<file path="src/rtl/param_combo_lock.sv">
// rtl/param_combo_lock.sv - parametrised serial combination lock with timed open and lockout
// Fixed-length framed attempts against a reprogrammable code; repeated failures force a timed lockout.
module param_combo_lock #(
  parameter int                  CODE_LEN       = 5,
  parameter logic [CODE_LEN-1:0] CODE           = 5'b01011,
  parameter int                  MAX_FAIL       = 3,
  parameter int                  LOCKOUT_CYCLES = 16,
  parameter int                  OPEN_CYCLES    = 32
) (
  input  logic                              CLK,
  input  logic                              RST,
  input  logic                              valid,
  input  logic                              in,
  input  logic                              clear,
  input  logic                              relock,
  input  logic                              code_wr,
  input  logic [CODE_LEN-1:0]               code_in,
  output logic                              unlock,
  output logic                              is_open,
  output logic                              locked_out,
  output logic [$clog2(CODE_LEN+1)-1:0]     digits,
  output logic [$clog2(MAX_FAIL+1)-1:0]     fail_cnt
);

  localparam int DW   = $clog2(CODE_LEN + 1);
  localparam int FW   = $clog2(MAX_FAIL + 1);
  localparam int TMAX = (LOCKOUT_CYCLES > OPEN_CYCLES) ? LOCKOUT_CYCLES : OPEN_CYCLES;
  localparam int TW   = $clog2(TMAX + 1);

  typedef enum logic [1:0] {ENTRY, OPEN, LOCKOUT} state_t;

  state_t              state, state_n;
  logic [CODE_LEN-2:0] sh, sh_n;
  logic [CODE_LEN-1:0] code_reg, code_n;
  logic [CODE_LEN-1:0] attempt;
  logic [DW-1:0]       digits_n;
  logic [FW-1:0]       fail_n;
  logic [TW-1:0]       timer, timer_n;
  logic                final_digit;
  logic                match;

  // The final digit is compared straight from the input, so only CODE_LEN-1 digits are stored.
  assign attempt     = {sh, in};
  assign final_digit = (digits == DW'(CODE_LEN - 1));
  assign match       = (attempt == code_reg);

  always_ff @(posedge CLK or posedge RST) begin
    if (RST) begin
      state      <= ENTRY;
      sh         <= '0;
      code_reg   <= CODE;
      digits     <= '0;
      fail_cnt   <= '0;
      timer      <= '0;
      is_open    <= 1'b0;
      locked_out <= 1'b0;
    end else begin
      state      <= state_n;
      sh         <= sh_n;
      code_reg   <= code_n;
      digits     <= digits_n;
      fail_cnt   <= fail_n;
      timer      <= timer_n;
      is_open    <= (state_n == OPEN);
      locked_out <= (state_n == LOCKOUT);
    end
  end

  always_comb begin
    state_n  = state;
    sh_n     = sh;
    code_n   = code_reg;
    digits_n = digits;
    fail_n   = fail_cnt;
    timer_n  = timer;
    unlock   = 1'b0;
    case (state)
      ENTRY: begin
        // clear outranks a simultaneous digit press
        if (clear) begin
          digits_n = '0;
        end else if (valid) begin
          if (!final_digit) begin
            sh_n     = attempt[CODE_LEN-2:0];
            digits_n = digits + 1'b1;
          end else begin
            digits_n = '0;
            if (match) begin
              unlock  = 1'b1;
              state_n = OPEN;
              timer_n = TW'(OPEN_CYCLES - 1);
              fail_n  = '0;
            end else if (fail_cnt == FW'(MAX_FAIL - 1)) begin
              state_n = LOCKOUT;
              timer_n = TW'(LOCKOUT_CYCLES - 1);
              fail_n  = FW'(MAX_FAIL);
            end else begin
              fail_n = fail_cnt + 1'b1;
            end
          end
        end
      end
      OPEN: begin
        if (code_wr) code_n = code_in;
        if (relock || timer == '0) begin
          state_n = ENTRY;
        end else begin
          timer_n = timer - 1'b1;
        end
      end
      LOCKOUT: begin
        if (timer == '0) begin
          state_n = ENTRY;
          fail_n  = '0;
        end else begin
          timer_n = timer - 1'b1;
        end
      end
      default: state_n = ENTRY;
    endcase
  end

endmodule

</file>
<file path="config.mk">
export PLATFORM = sky130hd
export DESIGN_NAME = param_combo_lock
export DESIGN_NICKNAME = d
export VERILOG_FILES = /design/src/rtl/param_combo_lock.sv
export SDC_FILE = /design/constraint.sdc
export NUM_CORES = 1
export LEC_CHECK = 0
export CAP_MARGIN = 20
export CORE_UTILIZATION = 56
export CTS_CLUSTER_DIAMETER = 40
export DETAILED_ROUTE_END_ITERATION = 6
export DONT_BUFFER_PORTS = 1
export PLACE_DENSITY = 0.74
export SYNTH_ARGS = -nofsm -noshare
export SYNTH_HDL_FRONTEND = slang
export SYNTH_SLANG_ARGS = --single-unit
</file>
<file path="constraint.sdc">
create_clock -name CLK -period 1.85 [get_ports CLK]
set_clock_uncertainty 0.05 [all_clocks]
set_input_delay 0.37 -clock CLK [delete_from_list [all_inputs] [get_ports CLK]]
set_output_delay 0.37 -clock CLK [all_outputs]
set_load 0.05 [all_outputs]
</file>
### Yosys cells after proc, flatten, opt, wreduce, memory -nomap -nowiden

Index checks and enable logic that the tools add are counted.

| word-level totals | value |
|---|---|
| flip-flop bits (word level) | 24 |
| input bits | 12 |
| output and inout bits | 8 |
| word-level logic and storage cells | 69 |

| cells by class | value |
|---|---|
| add/sub/neg operators | 3 |
| equal/unequal tests | 14 |
| muxes and demuxes | 31 |
| bitwise operators | 2 |
| reduce and logical (&&, ||, !) cells | 11 |

Operators by type and width:

| operator | count |
|---|---|
| $mux 6 | 7 |
| $mux 2 | 13 |
| $pmux 6 s3 | 1 |
| $ne 2x2->1 const B | 6 |
| $mux 3 | 3 |
| $reduce_and 7->1 | 1 |
| $eq 2x2->1 const B | 3 |
| $logic_not 6->1 | 1 |
| $pmux 2 s3 | 1 |
| $sub 6x1->6 const B | 1 |
| $eq 5x5->1 | 1 |
| $mux 1 | 5 |
| $reduce_and 5->1 | 1 |
| $eq 2x1->1 const B | 2 |
| $pmux 2 s2 | 1 |
| $reduce_and 2->1 | 2 |
| $reduce_and 4->1 | 1 |
| $reduce_bool 2->1 | 2 |
| $add 3x1->3 const B | 1 |
| $eq 3x3->1 const B | 1 |
| $ne 3x3->1 const B | 1 |
| $reduce_bool 3->1 | 1 |
| $add 2x1->2 const B | 1 |
| $logic_not 2->1 | 1 |
| 2 further kinds | 3 |

### Longest topological paths before layout

Gate-level depths: netlist of run 1.

| depth | value |
|---|---|
| depth in word-level cells | 8 |
| gate-level depth with buffers | 8 |
| mapped depth without buffers | 7 |

### Worst setup path before layout of run 1

OpenSTA, ideal clock, no wires.

| path | value |
|---|---|
| kind | flip-flop to output port |
| from | register digits[1] |
| to | output port unlock |
| arrival time | 1.866 ns |
| required time | 1.430 ns |
| setup slack | -0.436 ns |
| stages on the path, launching flop included | 6 |
| cell sequence | dfrtp_1 inv_1 ha_1 and4b_1 nand2_1 nor2_1 |

| on the way | value |
|---|---|
| word-level cells in the longest chain between the ends | 5 |

RTL lines:

| item | RTL line | RTL |
|---|---|---|
| from (decl) | 21 | `output logic [$clog2(CODE_LEN+1)-1:0] digits,` |
| from (signal assigned) | 61 | `digits <= digits_n;` |
| $eq 3x3->1 | 44 | `assign final_digit = (digits == DW'(CODE_LEN - 1));` |
| $mux 1 | 83 | `if (!final_digit) begin` |
| $mux 1 | 82 | `end else if (valid) begin` |
| $mux 1 | 80 | `if (clear) begin` |
| $mux 1 | 77 | `case (state)` |
| to (decl) | 18 | `output logic unlock,` |

No other way between the ends.

### Worst setup path in the final report of run 1

| path | value |
|---|---|
| from | register digits[0] |
| to | output port unlock |

Same word-level chain as after synthesis.

==> flow_summary.json, run 1 <==
{
  "slew_viol_final": 0,
  "stdcell_count": 183,
  "gp_congestion": 0.877,
  "dpl.cell_count": 172,
  "finalSetupTns_ns": -0.222,
  "fmax_mhz": 500,
  "cts_tree": "done",
  "avgViaCountPerCell": 5.94,
  "synth_edf_count": 0,
  "post-route-cell-area_mm2": 0.00171,
  "cp.required_ns": 1.43,
  "async_flop_share": 1.00,
  "startpoint_type": "register",
  "place_worst_setup_slack_ns": 0.0520,
  "synth_cell_types": 40,
  "syn2layout_area_growth_pct": 22.2,
  "use_met2": 0.397,
  "antenna_found_initial": 0,
  "grt_pass1_wl_mm": 4.83,
  "die_h_um": 52,
  "dpl_cell_area_mm2": 0.00152,
  "route.vias.total": 1087,
  "cts.reportedPaths.clkPinSlew_ns": 0.15,
  "largest_reg_flops": 6,
  "finalCritPeriodShare": 1.08,
  "worstRegToRegCells": 9,
  "dr.first_iter.drc_count": 21,
  "drt-total-wl_mm": 2.88,
  "drv_cap": 0,
  "clock_path_buffers": 2,
  "p_leak_nw": 0.726,
  "met1_usage": 0.291,
  "die_area_mm2": 0.00270,
  "fill_cells": 157,
  "final_layout_size_suffix_gt1_frac": 0.374,
  "grt_max_degree": 15,
  "fin_total_pwr_mw": 1.92,
  "rsz0062_at_grt": "true",
  "core-area_mm2": 0.00228,
  "cts-htree-levels": 1,
  "avgSynthCellArea_um2": 10.2,
  "ios": 20,
  "grt_overflow": 0,
  "worstMarginPinSlew_ns": 0.440,
  "hold_viol": 0,
  "yosys_register_bits": 24,
  "drt_pass1_iterations": 4,
  "nets": 177,
  "grt_usage": 0.245,
  "worstPathMaxFanout": 2,
  "top_usage_layer": "met2",
  "clkLatencyLatePin_ns": 0.33,
  "hold_path_depth": 1,
  "endpoint_kind": "output pin",
  "slew_headroom": 0.707,
  "report.final.setup_viol": 4,
  "first_global_vias": 1161,
  "cts_buffers": 3,
  "portBuffers": 0,
  "dp_hpwl_mm": 2.10,
  "fin_ws_ns": -0.152,
  "status": "complete, but fails checks",
  "synth_seq_area_share": 0.432,
  "diodes": 0,
  "netlist_instances": 137,
  "rows": 17,
  "critPathKind": "reg2out",
  "violations": "negative setup slack",
  "clkSinkCount": 24,
  "period_minus_slack_ns": 2.00,
  "synth_nets": 158,
  "ir_worst_vdd_mv": 0.972,
  "drt-wirelength-per-cell_um": 15.7,
  "drtAntennaViolNets": 0,
  "ys.flop_type": "dfrtp_1",
  "drc": 0,
  "hold_path_class": "in2reg",
  "grtUsageMet3": 0.0643,
  "ys_warn_count": 0,
  "power_density_mw_per_mm2": 1120,
  "start_util": 0.615,
  "clockRootBuffer": "clkbuf_4",
  "die_w_um": 52,
  "synth.cell_area_mm2": 0.00140,
  "cp.arrival_ns": 1.58
}
-- Yosys cell counts (all sizes together) (2+ instances only) --
| cell type | number | share of area |
|---|---|---|
| o21ai | 5 | 0.018 |
| ha | 9 | 0.080 |
| xnor2 | 5 | 0.031 |
| inv | 12 | 0.032 |
| dfstp | 3 | 0.056 |
| o22ai | 3 | 0.013 |
| nor2 | 8 | 0.021 |
| o21a | 2 | 0.011 |
| buf | 2 | 0.012 |
| nand2 | 14 | 0.038 |
| dfrtp | 21 | 0.38 |
| nand2b | 4 | 0.018 |
| a21oi | 7 | 0.025 |
| mux2 | 9 | 0.072 |
| a31oi | 5 | 0.022 |
| nor3b | 3 | 0.016 |
| nor3 | 2 | 0.015 |
| o2bb2ai | 2 | 0.013 |
| nand3 | 4 | 0.018 |
| and2 | 2 | 0.011 |
| and3 | 2 | 0.0089 |
-- repair_timing --
item	4_1_cts	5_1_grt
gates cloned	0	0
pin swaps	4	4
hold buffers	1	0
resized for setup	7	12
hold endpoints to repair	7	0
buffers inserted	4	2
endpoints found under the setup margin	1	14
-- worst paths after layout --
kind,slack (ns),end,from
setup / recovery,-0.15,unlock,digits[0]
hold / removal,0.05,digits[2],clear
setup reg to reg,-0.05,timer[3],digits[0]
hold reg to reg,0.50,code_reg[4],code_reg[4]
max in group asynchronous,0.81,state[1],RST
min in group asynchronous,0.38,code_reg[4],RST
-- cells by family (layout without fill, tap and decap cells) --
logic type,count (synthesis),after routing,synth area share
adder cells (fa/ha/maj),9,9,0.0804
multiplexers,9,9,0.0724
AO/OA/AOI/OAI,32,32,0.170
AND/OR/NAND/NOR,43,43,0.168
XOR/XNOR,5,5,0.0313
buffers and inverters,15,33,0.0465
flip-flops,24,24,0.432
-- critical path: stages, from the launching register on --
cell and delay (ns):
dfrtp_2 0.44, inv_2 0.07, ha_4 0.12, and4b_2 0.26, nand2_2 0.08, nor2_4 0.13
buf_12 0.14
-- metal layers --
metal	vias to the layer above	part of all wire
met3	5	0.036
li1	521	-
met5	-	0
met4	0	0.015
met1	533	0.44
met2	28	0.51
-- where the power goes --
part	internal, mW	switching (mW)
logic	0.329	0.368
registers	0.681	0.147
clock network	0.219	0.172
total	1.23	0.688
-- through the flow --
step           utilization  hold WS, ns
2_1_floorplan            -        0.332
3_3_place_gp         0.670        0.202
3_5_place_dp         0.670        0.207
4_1_cts              0.724       0.0573
5_1_grt              0.752       0.0524
6_report             0.752       0.0515
-- area by class of cell --
type | instances | area, um^2 | share of cell area
clock buffers | 3 | 22.5 | 0.0132
well taps | 28 | 35.0 | 0.0205
clock inverters | 1 | 30.0 | 0.0176
repair buffers | 17 | 150 | 0.0878
flip-flops and latches | 24 | 609 | 0.356
multi-input cells | 98 | 818 | 0.478
inverters | 12 | 45.0 | 0.0263
-- layout by cell type (no fill, tap or decap), types with 4 or more instances in the layout --
| cell type | Yosys | final |
|---|---|---|
| inv_1 | 12 | 10 |
| buf_4 | 0 | 13 |
| nand2_1 | 14 | 12 |
| mux2_2 | 5 | 5 |
| nor2_1 | 8 | 7 |
| a21oi_1 | 7 | 5 |
| dfrtp_1 | 21 | 17 |
| mux2_1 | 4 | 4 |
| dfrtp_2 | 0 | 4 |
| ha_1 | 9 | 7 |
| a31oi_1 | 5 | 4 |
| xnor2_1 | 5 | 4 |
(Power assumes the default switching activity.)
==> inputs of run 2 (changes only) <==
- PLACE_DENSITY: 0.74 -> 0.71
==> run 2 against run 1 <==
Against the previous run: the flow still finishes with violations (negative setup slack); routed wire length is 4.4% higher; critical path depth is 1 lower; sequential cell count stayed put; hold slack better by 0.0081 ns; die area stayed put; via count is 1.0% higher; cell area is 2.5% higher; fmax is 0.82% lower; setup slack worse by 0.016 ns; sequential power hardly changed; combinational power is 6.6% higher; critical endpoint unchanged; largest cell class unchanged; highest routed layer unchanged.
==> flow_summary.json, run 2 (synthesized netlist as in run 1, its figures left out) <==
{
  "ios": 20,
  "cp.required_ns": 1.43,
  "worstPathMaxFanout": 2,
  "period_minus_slack_ns": 2.02,
  "fmax_mhz": 496,
  "final_common_cell": "dfrtp_1",
  "switching_share": 0.355,
  "die_w_um": 52,
  "critPathKind": "reg2out",
  "die_h_um": 52,
  "clkLatencyLatePin_ns": 0.32,
  "hold_path_class": "in2reg",
  "report.final.setup_viol": 1,
  "grt_max_degree": 25,
  "cp_top_family": "flip-flops",
  "cts-htree-levels": 1,
  "first_global_vias": 1088,
  "path_cells": "xnor2_2 -> and3_4 -> nand2_4 -> nor2_4 -> buf_12",
  "fill_cells": 147,
  "slowest_delay_ns": 0.58,
  "p_leak_nw": 0.749,
  "status": "complete, but fails checks",
  "finalCritPeriodShare": 1.09,
  "cts.reportedPaths.clkPinSlew_ns": 0.14,
  "startpoint_type": "register",
  "route.vias.total": 1098,
  "final_layout_size_suffix_gt1_frac": 0.386,
  "ir_worst_vdd_mv": 0.845,
  "dp_hpwl_mm": 2.07,
  "slew_viol_final": 0,
  "cp_num_buf_inv": 1,
  "dpl.cell_count": 172,
  "intPower_mw": 1.26,
  "core-area_mm2": 0.00228,
  "p_clk_frac": 0.198,
  "die_area_mm2": 0.00270,
  "antenna_found_initial": 0,
  "drt-total-wl_mm": 3.01,
  "power_density_mw_per_mm2": 1120,
  "drv_cap": 0,
  "final-seq-area_um2": 608,
  "p_seq_frac": 0.422,
  "gp_congestion": 0.855,
  "multiInputGateArea_um2": 843,
  "stdcell_count": 186,
  "drt-wirelength-per-cell_um": 16.2,
  "switchingPower_uw": 695,
  "start_util": 0.615,
  "clockRootBuffer": "clkbuf_4",
  "largest_reg_flops": 6,
  "clock_path_buffers": 2,
  "drt_pass1_iterations": 6,
  "syn2layout_area_growth_pct": 25.2,
  "worstMarginPinSlew_ns": 0.439,
  "rows": 17,
  "setup.reg_to_reg.worst_slack_ns": 0.02,
  "dr.first_iter.drc_count": 22,
  "portBuffers": 0,
  "endpoint_kind": "output pin",
  "cp.arrival_ns": 1.60,
  "grt_pass1_wl_mm": 4.82,
  "grt_overflow": 0,
  "rsz0062_at_grt": "true",
  "cts_tree": "done",
  "grt_usage": 0.245,
  "clkSinkCount": 24,
  "hold_viol": 0,
  "crit_slowest_cell": "dfstp_2",
  "fin_util": 0.770,
  "avgViaCountPerCell": 5.90,
  "combPwrFrac": 0.380,
  "fin_ws_ns": -0.168,
  "slew_headroom": 0.708,
  "mostFrequentLayoutCells": "dfrtp_1 (18), buf_4 (17), nand2_1 (12)",
  "diodes": 0,
  "nets": 180,
  "cts_buffers": 3,
  "drc": 0,
  "violations": "negative setup slack",
  "drtAntennaViolNets": 0
}
run 2: worst paths after layout:
| check | to | start | cells after the start |
|---|---|---|---|
| setup / recovery | unlock | code_reg[0] | 5 |
| hold / removal | digits[2] | clear | 1 |
| setup reg to reg | state[0] | code_reg[0] | 8 |
| hold reg to reg | sh[3] | sh[3] | 1 |
| max in group asynchronous | code_reg[3] | RST | 3 |
| min in group asynchronous | sh[1] | RST | 3 |
run 2: layer usage:
metal / share of wire / wire, um / vias to the layer above / global-route usage
met1: 0.41 / 1240 / 541 / 0.291
met4: 0.016 / 48 / 0 / 0.117
met2: 0.54 / 1610 / 26 / 0.419
met5: 0 / 0 / - / 0
met3: 0.035 / 104 / 6 / 0.0497
li1: - / - / 525 / -
run 2: layout make-up:
cell class,instances,share of cell area
clock inverter,1,0.0171
sequential,24,0.347
clock buffer,3,0.0128
inverter,12,0.0257
timing repair buffer,20,0.0964
tap,28,0.0200
multi-input combinational,98,0.481
run 2: timing repair:
item,CTS,global route
hold endpoints to repair,21,0
buffers inserted,6,3
resized for setup,9,11
gates cloned,0,0
hold buffers,1,0
setup endpoints to repair,2,14
pin swaps,6,10
run 2: stage by stage:
| step | power [mW] | hold WS (ns) | worst slack (ns) | setup TNS [ns] | area (um^2) |
|---|---|---|---|---|---|
| after detailed placement | 1.41 | 0.283 | 0.0165 | 0 | 1520 |
| after global routing | 2.06 | 0.0452 | -0.208 | -0.266 | 1750 |
| after global placement | 1.37 | 0.274 | 0.0918 | 0 | 1520 |
| after floorplan | 1.27 | 0.332 | -0.00871 | -0.0147 | 1420 |
| after CTS | 1.88 | 0.0535 | -0.138 | -0.138 | 1680 |
| final | 1.96 | 0.0596 | -0.168 | -0.168 | 1750 |
run 2: worst reg2reg max path: cells and delay by family, from the launching register on:
kind            cells  cell delay [ns]
xor+xnor            1             0.13
buf+inv             3             0.40
compound gates      1             0.25
flops               1             0.58
simple gates        3             0.36
run 2: power groups by stage:
stage	logic, mW	registers (mW)	clock network [mW]
2_1_floorplan	0.440	0.830	0
3_3_place_gp	0.554	0.818	0
3_5_place_dp	0.582	0.826	0
4_1_cts	0.665	0.824	0.391
5_1_grt	0.804	0.844	0.414
6_report	0.744	0.827	0.388
